===== src/rtl/timer_irq_unit.sv =====
`timescale 1ns/1ps
// timer_irq_unit
//   Machine timer (64-bit mtime with 8-bit prescaler, 64-bit mtimecmp) plus a synchronised
//   external interrupt source, merged into one registered interrupt request for the CPU.
//
//   Build option: define IRQ_EDGE_EN for a sticky, write-1-to-clear edge-detected external
//   pending bit. With it undefined, the external pending bit is the synchronised level.
//
// Ports
//   clk      system clock, all state on the rising edge
//   rst      synchronous active-high reset
//   sel      slave select from the bus decoder
//   we       write strobe, qualified by sel
//   addr     word offset (bus address bits [4:2])
//   wdata    write data
//   rdata    read data, combinational; 0 unless sel & ~we
//   irq_src  asynchronous external interrupt source
//   irq_out  registered interrupt request to CPU ext_int
module timer_irq_unit #(
  parameter int unsigned SYNC_STAGES = 2  // legal values 2..3
) (
  input  logic        clk,
  input  logic        rst,
  input  logic        sel,
  input  logic        we,
  input  logic [2:0]  addr,
  input  logic [31:0] wdata,
  output logic [31:0] rdata,
  input  logic        irq_src,
  output logic        irq_out
);

  localparam logic [2:0] AddrMtimeLo    = 3'd0;
  localparam logic [2:0] AddrMtimeHi    = 3'd1;
  localparam logic [2:0] AddrMtimecmpLo = 3'd2;
  localparam logic [2:0] AddrMtimecmpHi = 3'd3;
  localparam logic [2:0] AddrCtrl       = 3'd4;
  localparam logic [2:0] AddrPending    = 3'd5;

  logic [31:0]            mtime_lo_q, mtime_hi_q, mtime_lo_d, mtime_hi_d;
  logic [31:0]            mtimecmp_lo_q, mtimecmp_hi_q;
  logic                   timer_en_q, timer_ie_q, ext_ie_q;
  logic [7:0]             prescale_q, pcnt_q, pcnt_d;
  logic [SYNC_STAGES-1:0] sync_q;
  logic                   s_sync;
  logic                   ep;
  logic                   tp;
  logic                   irq_q;
  logic                   wr;
  logic                   tick;
  logic [63:0]            mtime_inc;

  assign wr        = sel & we;
  assign tick      = timer_en_q & (pcnt_q == prescale_q);
  assign mtime_inc = {mtime_hi_q, mtime_lo_q} + 64'd1;
  assign tp        = {mtime_hi_q, mtime_lo_q} >= {mtimecmp_hi_q, mtimecmp_lo_q};
  assign s_sync    = sync_q[SYNC_STAGES-1];
  assign irq_out   = irq_q;

  // A bus write to either mtime half wins over the tick; the other half holds with no carry.
  always_comb begin
    mtime_lo_d = mtime_lo_q;
    mtime_hi_d = mtime_hi_q;
    if (wr && addr == AddrMtimeLo) begin
      mtime_lo_d = wdata;
    end else if (wr && addr == AddrMtimeHi) begin
      mtime_hi_d = wdata;
    end else if (tick) begin
      {mtime_hi_d, mtime_lo_d} = mtime_inc;
    end
  end

  always_comb begin
    pcnt_d = pcnt_q;
    if (wr && addr == AddrCtrl) begin
      pcnt_d = 8'd0;
    end else if (timer_en_q) begin
      pcnt_d = tick ? 8'd0 : pcnt_q + 8'd1;
    end
  end

  always_ff @(posedge clk) begin
    if (rst) begin
      mtime_lo_q    <= 32'd0;
      mtime_hi_q    <= 32'd0;
      mtimecmp_lo_q <= 32'hFFFF_FFFF;
      mtimecmp_hi_q <= 32'hFFFF_FFFF;
      timer_en_q    <= 1'b0;
      timer_ie_q    <= 1'b0;
      ext_ie_q      <= 1'b0;
      prescale_q    <= 8'd0;
      pcnt_q        <= 8'd0;
      sync_q        <= '0;
      irq_q         <= 1'b0;
    end else begin
      mtime_lo_q <= mtime_lo_d;
      mtime_hi_q <= mtime_hi_d;
      pcnt_q     <= pcnt_d;
      if (wr && addr == AddrMtimecmpLo) mtimecmp_lo_q <= wdata;
      if (wr && addr == AddrMtimecmpHi) mtimecmp_hi_q <= wdata;
      if (wr && addr == AddrCtrl) begin
        timer_en_q <= wdata[0];
        timer_ie_q <= wdata[1];
        ext_ie_q   <= wdata[2];
        prescale_q <= wdata[15:8];
      end
      sync_q <= {sync_q[SYNC_STAGES-2:0], irq_src};
      irq_q  <= (tp & timer_ie_q) | (ep & ext_ie_q);
    end
  end

`ifdef IRQ_EDGE_EN
  logic s_prev_q;
  logic ep_q;

  assign ep = ep_q;

  // Set has priority over a write-1-to-clear in the same cycle.
  always_ff @(posedge clk) begin
    if (rst) begin
      s_prev_q <= 1'b0;
      ep_q     <= 1'b0;
    end else begin
      s_prev_q <= s_sync;
      if (s_sync && !s_prev_q) begin
        ep_q <= 1'b1;
      end else if (wr && addr == AddrPending && wdata[1]) begin
        ep_q <= 1'b0;
      end
    end
  end
`else
  assign ep = s_sync;
`endif

  always_comb begin
    rdata = 32'd0;
    if (sel && !we) begin
      case (addr)
        AddrMtimeLo:    rdata = mtime_lo_q;
        AddrMtimeHi:    rdata = mtime_hi_q;
        AddrMtimecmpLo: rdata = mtimecmp_lo_q;
        AddrMtimecmpHi: rdata = mtimecmp_hi_q;
        AddrCtrl:       rdata = {16'd0, prescale_q, 5'd0, ext_ie_q, timer_ie_q, timer_en_q};
        AddrPending:    rdata = {30'd0, ep, tp};
        default:        rdata = 32'd0;
      endcase
    end
  end

endmodule


===== config.mk =====
export PLATFORM = sky130hd
export DESIGN_NAME = timer_irq_unit
export DESIGN_NICKNAME = d
export VERILOG_FILES = /design/src/rtl/timer_irq_unit.sv
export SDC_FILE = /design/constraint.sdc
export NUM_CORES = 1
export LEC_CHECK = 0
export ABC_AREA = 1
export BUFFER_PORTS_ARGS = -buffer_cell sky130_fd_sc_hd__buf_4
export CAP_MARGIN = 20
export CORE_MARGIN = 2
export CORE_UTILIZATION = 40
export CTS_CLUSTER_DIAMETER = 60
export DETAILED_ROUTE_END_ITERATION = 6
export GPL_TIMING_DRIVEN = 0
export PLACE_DENSITY = 0.68
export SYNTH_ARGS = -nofsm -noshare
export SYNTH_HDL_FRONTEND = slang
export SYNTH_SLANG_ARGS = --single-unit

===== constraint.sdc =====
create_clock -name clk -period 2.3 [get_ports clk]
set_input_delay 0.345 -clock clk [delete_from_list [all_inputs] [get_ports clk]]
set_output_delay 0.345 -clock clk [all_outputs]
set_load 0.01 [all_outputs]

# After elaboration in Yosys (flattened, before gate mapping)
# Cells that the tools add are included.
# W data, S select, Z words.
[op_classes]
add_sub_neg = 2
n_lt_le_gt_ge = 1
eq_ne = 7
n_mux = 8
bitwise_logic = 6
n_reduce_logical = 13
[ops]
columns = ["operator", "count"]
rows = [
  ["$mux W32", 6],
  ["$pmux W32 S6", 1],
  ["$add A64 B1 Y64 const B", 1],
  ["$ge A64 B64 Y1", 1],
  ["$add A8 B1 Y8 const B", 1],
  ["$eq A8 B8 Y1", 1],
  ["$mux W8", 1],
  ["$eq A3 B2 Y1 const B", 2],
  ["$eq A3 B3 Y1 const B", 2],
  ["$logic_and A1 B1 Y1", 6],
  ["$and A1 B1 Y1", 4],
  ["$reduce_and A2 Y1", 2],
  ["$reduce_bool A2 Y1", 2],
  ["$eq A3 B1 Y1 const B", 1],
  ["$logic_not A3 Y1", 1],
  ["$ne A2 B2 Y1 const B", 1],
  ["$reduce_or A2 Y1", 1],
  ["$logic_not A1 Y1", 1],
  ["$not A1 Y1", 1],
  ["$or A1 B1 Y1", 1],
]
[totals]
register_bits = 150
input_bits = 40
out_inout_bits = 33
elab_cells = 48

# Depth between registers and ports, before layout
# Gate-level depths: netlist of the first run.
[logic_depth]
depth_word = 5
depth_mapped = 16
mapped_depth_nobuf = 16

# Least setup slack after synthesis of the first run
# OpenSTA, ideal clock, no wires.
[synth_timing]
path_type = "reg2out"
start = "reg mtimecmp_hi_q[27]"
end = "out rdata[0]"
t_arrival_ns = 1.585
t_required_ns = 1.955
path_slack_ns = 0.370
stages_incl_launch_ff = 15
n_path_buf = 0
cell_sequence = "dfxtp_1 -> inv_1 -> ha_1 -> nand2_1 -> inv_1 -> nand3_1 -> nor3_1 -> nand2_1 -> nor2_1 -> nand2_1 -> nand2_1 -> nor2_1 -> nand2_1 -> nand2_1 -> a21oi_1"
[synth_via]
elab_chain_cells = 3
[synth_rtl]
columns = ["item", "line", "text"]
rows = [
  ["from (decl)", "41", "logic [31:0] mtimecmp_lo_q, mtimecmp_hi_q;"],
  ["from (signal assigned)", "100", "if (wr && addr == AddrMtimecmpHi) mtimecmp_hi_q <= wdata;"],
  ["$ge A64 B64 Y1", "56", "assign tp = {mtime_hi_q, mtime_lo_q} >= {mtimecmp_hi_q, mtimecmp_lo_q};"],
  ["$pmux W32 S6", "139", "case (addr)"],
  ["$mux W32", "138", "if (sel && !we) begin"],
  ["to (decl)", "28", "output logic [31:0] rdata,"],
]
# Every way passes these cells.

# Worst setup path in the final report of the first run
[layout_timing]
start = "reg mtimecmp_hi_q[19]"
end = "out rdata[0]"
# Same word-level chain as after synthesis.

==> results of run 1 <==
## layout make-up
class | instances | area [um^2]
clock inverter | 15 | 175
timing repair buffer | 97 | 728
sequential | 150 | 3110
clock buffer | 17 | 425
fill | 2711 | 13000
inverter | 209 | 790
buffer | 67 | 337
tap | 335 | 419
multi-input combinational | 1226 | 6990
## path summary, 6_finish.rpt
kind | startpoint | end | slack, ps | cells after the start
max reg2reg | mtime_lo_q[4] | mtime_hi_q[27] | 30 | 11
max | mtimecmp_hi_q[19] | rdata[0] | -460 | 11
min reg2reg | sync_q[0] | sync_q[1] | 410 | 2
min | irq_src | sync_q[0] | 90 | 3
## placed cells by master, fill, tap and decap left out, types with 13 or more instances in the layout
master and instances:
inv_1 179, xor2_1 16, a221oi_1 22, inv_2 25
o211ai_1 67, dfxtp_4 15, o22ai_1 39, o21ai_0 50
dfxtp_2 40, a21oi_1 97, nand4_1 33, dfxtp_1 95
ha_1 45, nor2_2 16, clkbuf_1 36, nor3_2 13
o21ai_1 26, buf_4 100, clkbuf_16 17, nand2_1 384
nor2_1 204, nor3_1 31, nand2_2 17, ha_4 21
nand3_1 86
## power by group
group          switching, mW  internal, mW  total, mW
logic                  0.454         0.212      0.666
clock network           1.46          1.47       2.93
registers             0.0443          2.62       2.67
total                   1.96          4.30       6.26
## flip-flops by register name, indices dropped and copies added (netlist names)
signal / flops
sync_q: 2
mtime_hi_q: 32
timer_ie_q: 1
timer_en_q: 1
irq_out: 1
ext_ie_q: 1
pcnt_q: 8
prescale_q: 8
mtimecmp_lo_q: 32
mtime_lo_q: 32
mtimecmp_hi_q: 32
## metrics by stage
| stage | util (%) | cells | setup WS, ps | hold slack (ps) |
|---|---|---|---|---|
| CTS | 47.4 | 2094 | -426 | 94.3 |
| global placement | 44.4 | 2059 | -316 | 389 |
| global route | 49.9 | 2116 | -528 | 104 |
| finish | 49.9 | 2116 | -464 | 92.7 |
| floorplan | - | 1652 | 370 | 388 |
| detailed placement | 44.4 | 2059 | -321 | 410 |
## cell families (layout without fill, tap and decap cells)
family / Yosys count / after routing / synth area share, %
AO/OA/AOI/OAI: 332 / 332 / 19.5
XOR/XNOR: 19 / 19 / 1.57
adder cells (fa/ha/maj): 66 / 66 / 7.81
buffers and inverters: 276 / 405 / 10.4
flip-flops: 150 / 150 / 28.4
AND/OR/NAND/NOR: 809 / 809 / 32.3
## cells in the mapped netlist, types with 2 or more instances
| master | n | area share [%] |
|---|---|---|
| nor2_1 | 214 | 7.6 |
| a21oi_4 | 2 | 0.31 |
| a211oi_2 | 4 | 0.47 |
| xor2_1 | 16 | 1.3 |
| o211ai_1 | 67 | 4.8 |
| clkbuf_1 | 43 | 1.5 |
| buf_6 | 6 | 0.64 |
| nor2_2 | 13 | 0.77 |
| buf_4 | 2 | 0.14 |
| o21a_1 | 2 | 0.14 |
| o21ai_1 | 23 | 1.1 |
| inv_1 | 196 | 7.0 |
| a22oi_1 | 2 | 0.14 |
| a21oi_2 | 2 | 0.17 |
| dfxtp_1 | 150 | 28 |
| nand4_1 | 33 | 2.0 |
| nand2_1 | 400 | 14 |
| clkinv_1 | 3 | 0.11 |
| a221oi_1 | 22 | 1.8 |
| a21oi_1 | 100 | 4.7 |
| inv_2 | 10 | 0.35 |
| nor3_1 | 43 | 2.0 |
| nor3_2 | 4 | 0.38 |
| nor2_4 | 4 | 0.43 |
| o22ai_1 | 43 | 2.5 |
| o21ai_0 | 53 | 2.5 |
| ha_1 | 66 | 7.8 |
| xnor2_1 | 3 | 0.25 |
| a211oi_1 | 7 | 0.50 |
| nand3b_1 | 2 | 0.14 |
| a31oi_1 | 2 | 0.12 |
| buf_1 | 4 | 0.14 |
| nand2_2 | 3 | 0.18 |
| buf_2 | 12 | 0.57 |
| nand3_1 | 88 | 4.2 |
## worst register-to-register path, cell delays in order (launching register included)
cell     delay [ps]
dfxtp_2         490
nand2_1         130
nor2_1          160
nand2_1         120
nor2_1          470
nand2_1         300
inv_1           140
nand2_1          60
nand2_1          60
nand3_1          60
nand2_1          90
a21oi_1          50
## routing by layer
layer  wire (um)  part of all wire, %
met3        4280                  8.4
met5           0                    0
met2       21600                   42
met4        3940                  7.7
met1       21300                   42
## what timing repair did
action	4_1_cts	5_1_grt
pin swaps	3	26
setup buffers	3	22
gates resized for setup	53	139
setup endpoints to repair	42	51
hold buffers	0	0
==> impl_metrics.ini, run 1 <==
[cts]
cts.clk_slew.worst_paths_ps = 80
cts_buffers = 17
cts_tree = done
cts_max_path_buffers = 2
clock_sinks = 150
cts_htree_levels = 4
clk_latency_ps = 450
cts_root_buf = clkbuf_16

[timing]
max_freq_mhz = 362
setup_tns_ps = -464
period_share_pct = 120
slew_headroom_pct = 26.1
finalWorstSetupSlack_ps = -464
slew_violations = 0
post-route-min-period_ps = 2760
grt_setup_unrepaired = yes
timing.final.hold_violations = 0
setup_viol = 1
tightest_slew_ps = 1110
skew_ps = 18.9

[global_route]
grt_util_met3_pct = 4.78
track_usage_pct = 35.8
grt_busiest_layer = met2
met2_usage_pct = 55.0
grt_pass1_wl_mm = 73.4
grt_max_degree = 19
grt_pass1_vias = 11300
met1_usage_pct = 47.6
grt_overflow_total = 0
antenna_found_initial = 0

[setup_path]
start_kind = register
critPathKind = reg2out
crit_path_frequent_cell = nand2_2
critPathArrivalTime_ps = 2420
path_buf_inv = 2
crit_slowest_cell = dfxtp_1
slowest_delay_ps = 390
critPathTopFamily = simple AND/OR/NAND/NOR gates
critPathRequiredTime_ps = 1960
crit_path_max_fanout = 3
cp_cell_sequence = inv_1, ha_4, nand4_1, nor3_2, nand2_2, nor3_1, nand2_2, nand2_2, nand2_2, a21oi_2, buf_4
cp-end-kind = output port

[floorplan]
fp.dieH_um = 167
start_util_pct = 40.7
die-area_mm2 = 0.0278
core_area_mm2 = 0.0260
num_io_pins = 73
rows = 59
die_w_um = 167

[placed_design]
portBuffers = 72
hpwl_mm = 40.0
gp_congestion = 1.04
place_area_mm2 = 0.0115

[drt]
num_vias = 12400
drc_errors = 0
ant_nets = 0
dr.pass1.iters = 6
drt_iter0_markers = 1511
routed_wl_mm = 51.1
routedWlPerCell_um = 24.1
viasPerCell = 5.87

[power]
power-per-cell-area_mw_per_mm2 = 483
ir_drop_uv = 406
power.leakage_nw = 5.46
totalPowerFinal_mw = 6.26

[run_status]
status = complete, but fails checks
violations = negative setup slack

[finish]
area.growth.synth_to_final_pct = 22.7
design_area_mm2 = 0.0130
insertedDiodeCount = 0
drive_above_1_share_pct = 19.3
layout.nets = 1874

[yosys]
syn_area_mm2 = 0.0106
synth_seq_area_share_pct = 28.4
yosys_warnings = 0
ys_types = 43
synth_edf_count = 0
synth_flop_cell = dfxtp_1
avgSynthCellArea_um2 = 6.40
async_flop_share_pct = 0
synth_seq_cells = 150
syn_inst = 1652
syn_nets = 1758

[worst_hold_path]
hp-class = in2reg

[flow_run]
drv_cap = 0
(Power assumes the default switching activity.)
==> inputs of run 2 (changes only) <==
Settings changed: PLACE_DENSITY 0.68 to default, RECOVER_POWER from default to 25.
==> run 2 against run 1 <==
The run still ends with negative setup slack left. Largest cell class unchanged. Clock power up 8.9%. Global-route usage grew 2.9 points. Maximum frequency is 4.4% lower. Clock skew fell by 2.7 ps. Register-to-register slack better by 50 ps. Wire length up 6.8%. Non-clock buffer count fell by 21. Cell count decreased by 0.99%. Die area is the same. Highest routed layer unchanged. Total power up 4.3%.
==> impl_metrics.ini, run 2 (synthesis gave the netlist of run 1 again) <==
[floorplan]
fp.dieH_um = 167
num_io_pins = 73
rows = 59
die-area_mm2 = 0.0278
die_w_um = 167
core_area_mm2 = 0.0260
start_util_pct = 40.7

[placed_design]
portBuffers = 72
place_area_mm2 = 0.0115
hpwl_mm = 43.0
gp_congestion = 1.07
place_ws_ps = -592

[timing]
tightest_slew_ps = 1170
max_freq_mhz = 346
skew_ps = 16.3
timing.final.hold_violations = 0
grt_setup_unrepaired = yes
setup_viol = 9
slew_headroom_pct = 21.4
period_share_pct = 126
slew_violations = 0
finalWorstSetupSlack_ps = -591
post-route-min-period_ps = 2890

[setup_path]
start_kind = register
r2r-end = mtime_hi_q[26]
r2r_slack_ps = 80
cp-end-kind = output port
slowest_delay_ps = 400
crit_path_max_fanout = 3
rr_startpoint = mtime_lo_q[23]
cp-startpoint = mtimecmp_hi_q[22]
critPathKind = reg2out
critPathArrivalTime_ps = 2550
ff2ff_path_depth = 9
crit_slowest_cell = dfxtp_1
cp_cell_sequence = inv_1, ha_1, nand2_2, nor3_4, nand2_2, nor2_1, nand2_1, nand2_1, nor2_1, nand2_2, nand2_1, a21oi_1, buf_4
critPathRequiredTime_ps = 1960

[worst_hold_path]
hp-start = irq_src
whs_path_depth = 3
min_to = sync_q[0]
hp-class = in2reg

[finish]
layout.nets = 1853
area.growth.synth_to_final_pct = 19.9
design_area_mm2 = 0.0127
drive_above_1_share_pct = 16.5
final_cell_mix = 392 x nand2_1, 204 x nor2_1, 189 x inv_1, 110 x dfxtp_1, 99 x a21oi_1
insertedDiodeCount = 0
final_common_cell = nand2_1

[run_status]
status = complete, but fails checks
violations = negative setup slack

[cts]
cts.clk_slew.worst_paths_ps = 80
cts_root_buf = clkbuf_16
cts_tree = done
clock_sinks = 150
cts_max_path_buffers = 2
cts_buffers = 17
ctsHoldBuffers = 0
cts_htree_levels = 4
clk_latency_ps = 450

[drt]
routed_wl_mm = 54.6
dr.pass1.iters = 7
drc_errors = 0
viasPerCell = 5.87
drt_iter0_markers = 1519
ant_nets = 0
routedWlPerCell_um = 26.0
num_vias = 12300

[power]
totalPowerFinal_mw = 6.53
power-per-cell-area_mw_per_mm2 = 515
power.leakage_nw = 5.40
ir_drop_uv = 354

[flow_run]
drv_cap = 0

[global_route]
grt_overflow_total = 0
grt_max_degree = 17
met2_usage_pct = 63.7
grt_pass1_vias = 11700
grt_pass1_wl_mm = 78.6
grt_busiest_layer = met2
track_usage_pct = 38.7
grt_util_met3_pct = 6.23
met1_usage_pct = 48.3
antenna_found_initial = 0
[run 2: metrics by stage]
stage,instances,utilization [%],setup TNS [ps],hold slack (ps)
2_1_floorplan,1652,-,0,388
3_5_place_dp,2059,44.4,-16250,405
5_1_grt,2095,48.8,-2620,129
6_report,2095,48.8,-1450,113
3_3_place_gp,2059,44.4,-16140,402
4_1_cts,2094,47.8,-887,116
[run 2: worst max path at each step]
| stage | end | slack [ps] |
|---|---|---|
| finish | rdata[0] | -590 |
| global route | rdata[0] | -630 |
| CTS | rdata[0] | -510 |
| detailed placement | rdata[16] | -590 |
| global placement | rdata[28] | -560 |
| floorplan | rdata[0] | 370 |
[run 2: layout make-up]
class	instances	area (um^2)
fillers	2785	13300
inverters	209	785
plain buffers	67	339
clock buffers	17	425
clock inverters	15	206
well taps	335	419
multi-input cells	1226	6890
flip-flops and latches	150	3060
repair buffers	76	559
[run 2: report_power, final]
part / internal (mW) / switching, mW / leakage (nW) / total (mW)
Combinational: 0.202 / 0.463 / 3.86 / 0.665
Clock: 1.76 / 1.42 / 0.312 / 3.19
Sequential: 2.64 / 0.0412 / 1.22 / 2.68
Total: 4.60 / 1.93 / 5.40 / 6.53
[run 2: routing by layer]
metal | up-vias | share of wire (%)
met5 | - | 0
met4 | 0 | 6.4
met3 | 157 | 7.9
met2 | 640 | 45
met1 | 5794 | 40
li1 | 5714 | -
[run 2: critical path: cells and delay by family, from the launching register on]
kind / cells / cell delay (ps)
buf+inv: 2 / 240
simple gates: 9 / 1030
flops: 1 / 400
fa+ha+maj: 1 / 290
compound gates: 1 / 140
[run 2: repair_timing]
action                                  4_1_cts  5_1_grt
resized for setup                            75       69
pin swaps                                    13       14
endpoints found under the setup margin       47       52
buffers inserted                              3        1
==> inputs of run 3 (changes only) <==
Settings changed: GPL_TIMING_DRIVEN 0 to default, PLACE_DENSITY from default to 0.56.
Clock period 2.3 ns to 3.07 ns, I/O delays scaled along.
==> run 3 against run 2 <==
The run now ends clean. Hold slack better by 120 ps. Clock power is 31% lower. Sequential power shrank 25%. Critical endpoint unchanged. Total power is 29% lower. Largest power group unchanged. Design area shrank 4.3%. Clock skew down 1.8 ps. Count of clock-buffer cells in the layout stayed put. Core utilization is 2.1 points lower. Sequential share of layout area up 0.68 points.
==> impl_metrics.ini, run 3 (synthesis gave the netlist of run 1 again) <==
[run_status]
status = finished, final reports clean

[global_route]
grt_overflow_total = 0
antenna_found_initial = 0
grt_max_degree = 55
grt_pass1_vias = 10900
grt_pass1_wl_mm = 67.9
track_usage_pct = 32.0

[power]
pwr-share-comb_pct = 9.5
totalPowerFinal_mw = 4.64
p_seq_share_pct = 43.2
p_switching_mw = 1.37
power-per-cell-area_mw_per_mm2 = 382
swShare_pct = 29.5
power.share.clock_pct = 47.4
power.leakage_nw = 5.30
internal-power_mw = 3.27
ir_drop_uv = 246

[cts]
post_cts_buffers = 0
cts_max_path_buffers = 2
ctsHoldBuffers = 0
clk_latency_ps = 450
cts_root_buf = clkbuf_16
cts_buffers = 17
cts_tree = done
cts.clk_slew.worst_paths_ps = 80
clock_sinks = 150
cts_htree_levels = 4

[placed_design]
gp_congestion = 1.02
portBuffers = 72
hpwl_mm = 33.9
place_area_mm2 = 0.0115
placed_cells = 2025
place_ws_ps = 451

[timing]
post-route-min-period_ps = 2910
max_freq_mhz = 344
slew_violations = 0
grt_setup_unrepaired = no
tightest_slew_ps = 1430
setup_viol = 0
period_share_pct = 94.8
skew_ps = 14.5
setup_tns_ps = 0
slew_headroom_pct = 4.35
whs_ps = 231
finalWorstSetupSlack_ps = 160
timing.final.hold_violations = 0

[setup_path]
cp-end-kind = output port
start_kind = register
crit_slowest_cell = dfxtp_1
rr_startpoint = mtime_lo_q[1]
cp-startpoint = mtime_hi_q[21]
critPathArrivalTime_ps = 2450
slowest_delay_ps = 500
cp_cell_sequence = ha_1, a21oi_1, nor2_1, nor2_1, nand3_1, nand2_1, nand2_1, nor2_1, nand2_2, nand2_1, a21oi_2, buf_4
crit_path_max_fanout = 7
critPathRequiredTime_ps = 2610
critPathKind = reg2out

[floorplan]
die-area_mm2 = 0.0278
core_area_mm2 = 0.0260
rows = 59
start_util_pct = 40.7
die_w_um = 167
num_io_pins = 73
fp.dieH_um = 167

[finish]
layout.cells.non_filler = 2057
fin_util_pct = 46.7
area.growth.synth_to_final_pct = 14.7
layout.nets = 1815
design_area_mm2 = 0.0121
drive_above_1_share_pct = 11.1
final_cell_mix = 397 x nand2_1, 212 x nor2_1, 195 x inv_1, 145 x dfxtp_1, 98 x a21oi_1
insertedDiodeCount = 0
final_common_cell = nand2_1

[drt]
routedWlPerCell_um = 21.7
dr.pass1.iters = 5
routed_wl_mm = 44.6
num_vias = 11800
drc_errors = 0
viasPerCell = 5.72
drt_iter0_markers = 1230
ant_nets = 0

[worst_hold_path]
hp-start = irq_src
hp-class = in2reg

[flow_run]
drv_cap = 0
## run 3: path summary, 6_finish.rpt
kind / endpoint / cells past startpoint / slack, ps
setup / recovery: rdata[0] / 12 / 160
hold / removal: sync_q[0] / 3 / 230
setup reg to reg: mtime_lo_q[26] / 10 / 650
hold reg to reg: sync_q[1] / 2 / 410
## run 3: worst max-delay path, delay by kind of cell, from the launching register on
kind | cells | cell delay (ps)
buffers and inverters | 1 | 170
adders and majority gates | 1 | 310
AOI/OAI and AO/OA | 2 | 240
DFF | 1 | 500
and+or+nand+nor | 8 | 790
## run 3: final cells by class
| type | count | area (um^2) |
|---|---|---|
| Clock buffer | 17 | 425 |
| Clock inverter | 15 | 160 |
| Fill cell | 2790 | 13800 |
| Inverter | 209 | 785 |
| Multi-Input combinational cell | 1226 | 6510 |
| Sequential cell | 150 | 3010 |
| Tap cell | 335 | 419 |
| Timing Repair Buffer | 105 | 826 |
## run 3: power groups by stage
stage	Clock (mW)	Combinational, mW	Sequential (mW)
after floorplan	0	0.225	2.04
after global placement	0	0.432	2.05
after detailed placement	0	0.434	2.05
after CTS	2.21	0.436	2.00
after global routing	2.29	0.471	2.01
final	2.20	0.439	2.00
## run 3: what timing repair did
item	in CTS	in global routing
pin swaps	0	3
endpoints found under the hold margin	0	0
gates resized for setup	2	13
endpoints found under the setup margin	1	1
## run 3: metal layers
metal	global-route usage, %	vias up	part of all wire [%]
li1	-	5633	-
met1	41.8	5501	43
met2	53.5	542	46
met3	5.20	98	7.4
met4	11.5	0	3.8
met5	0	-	0
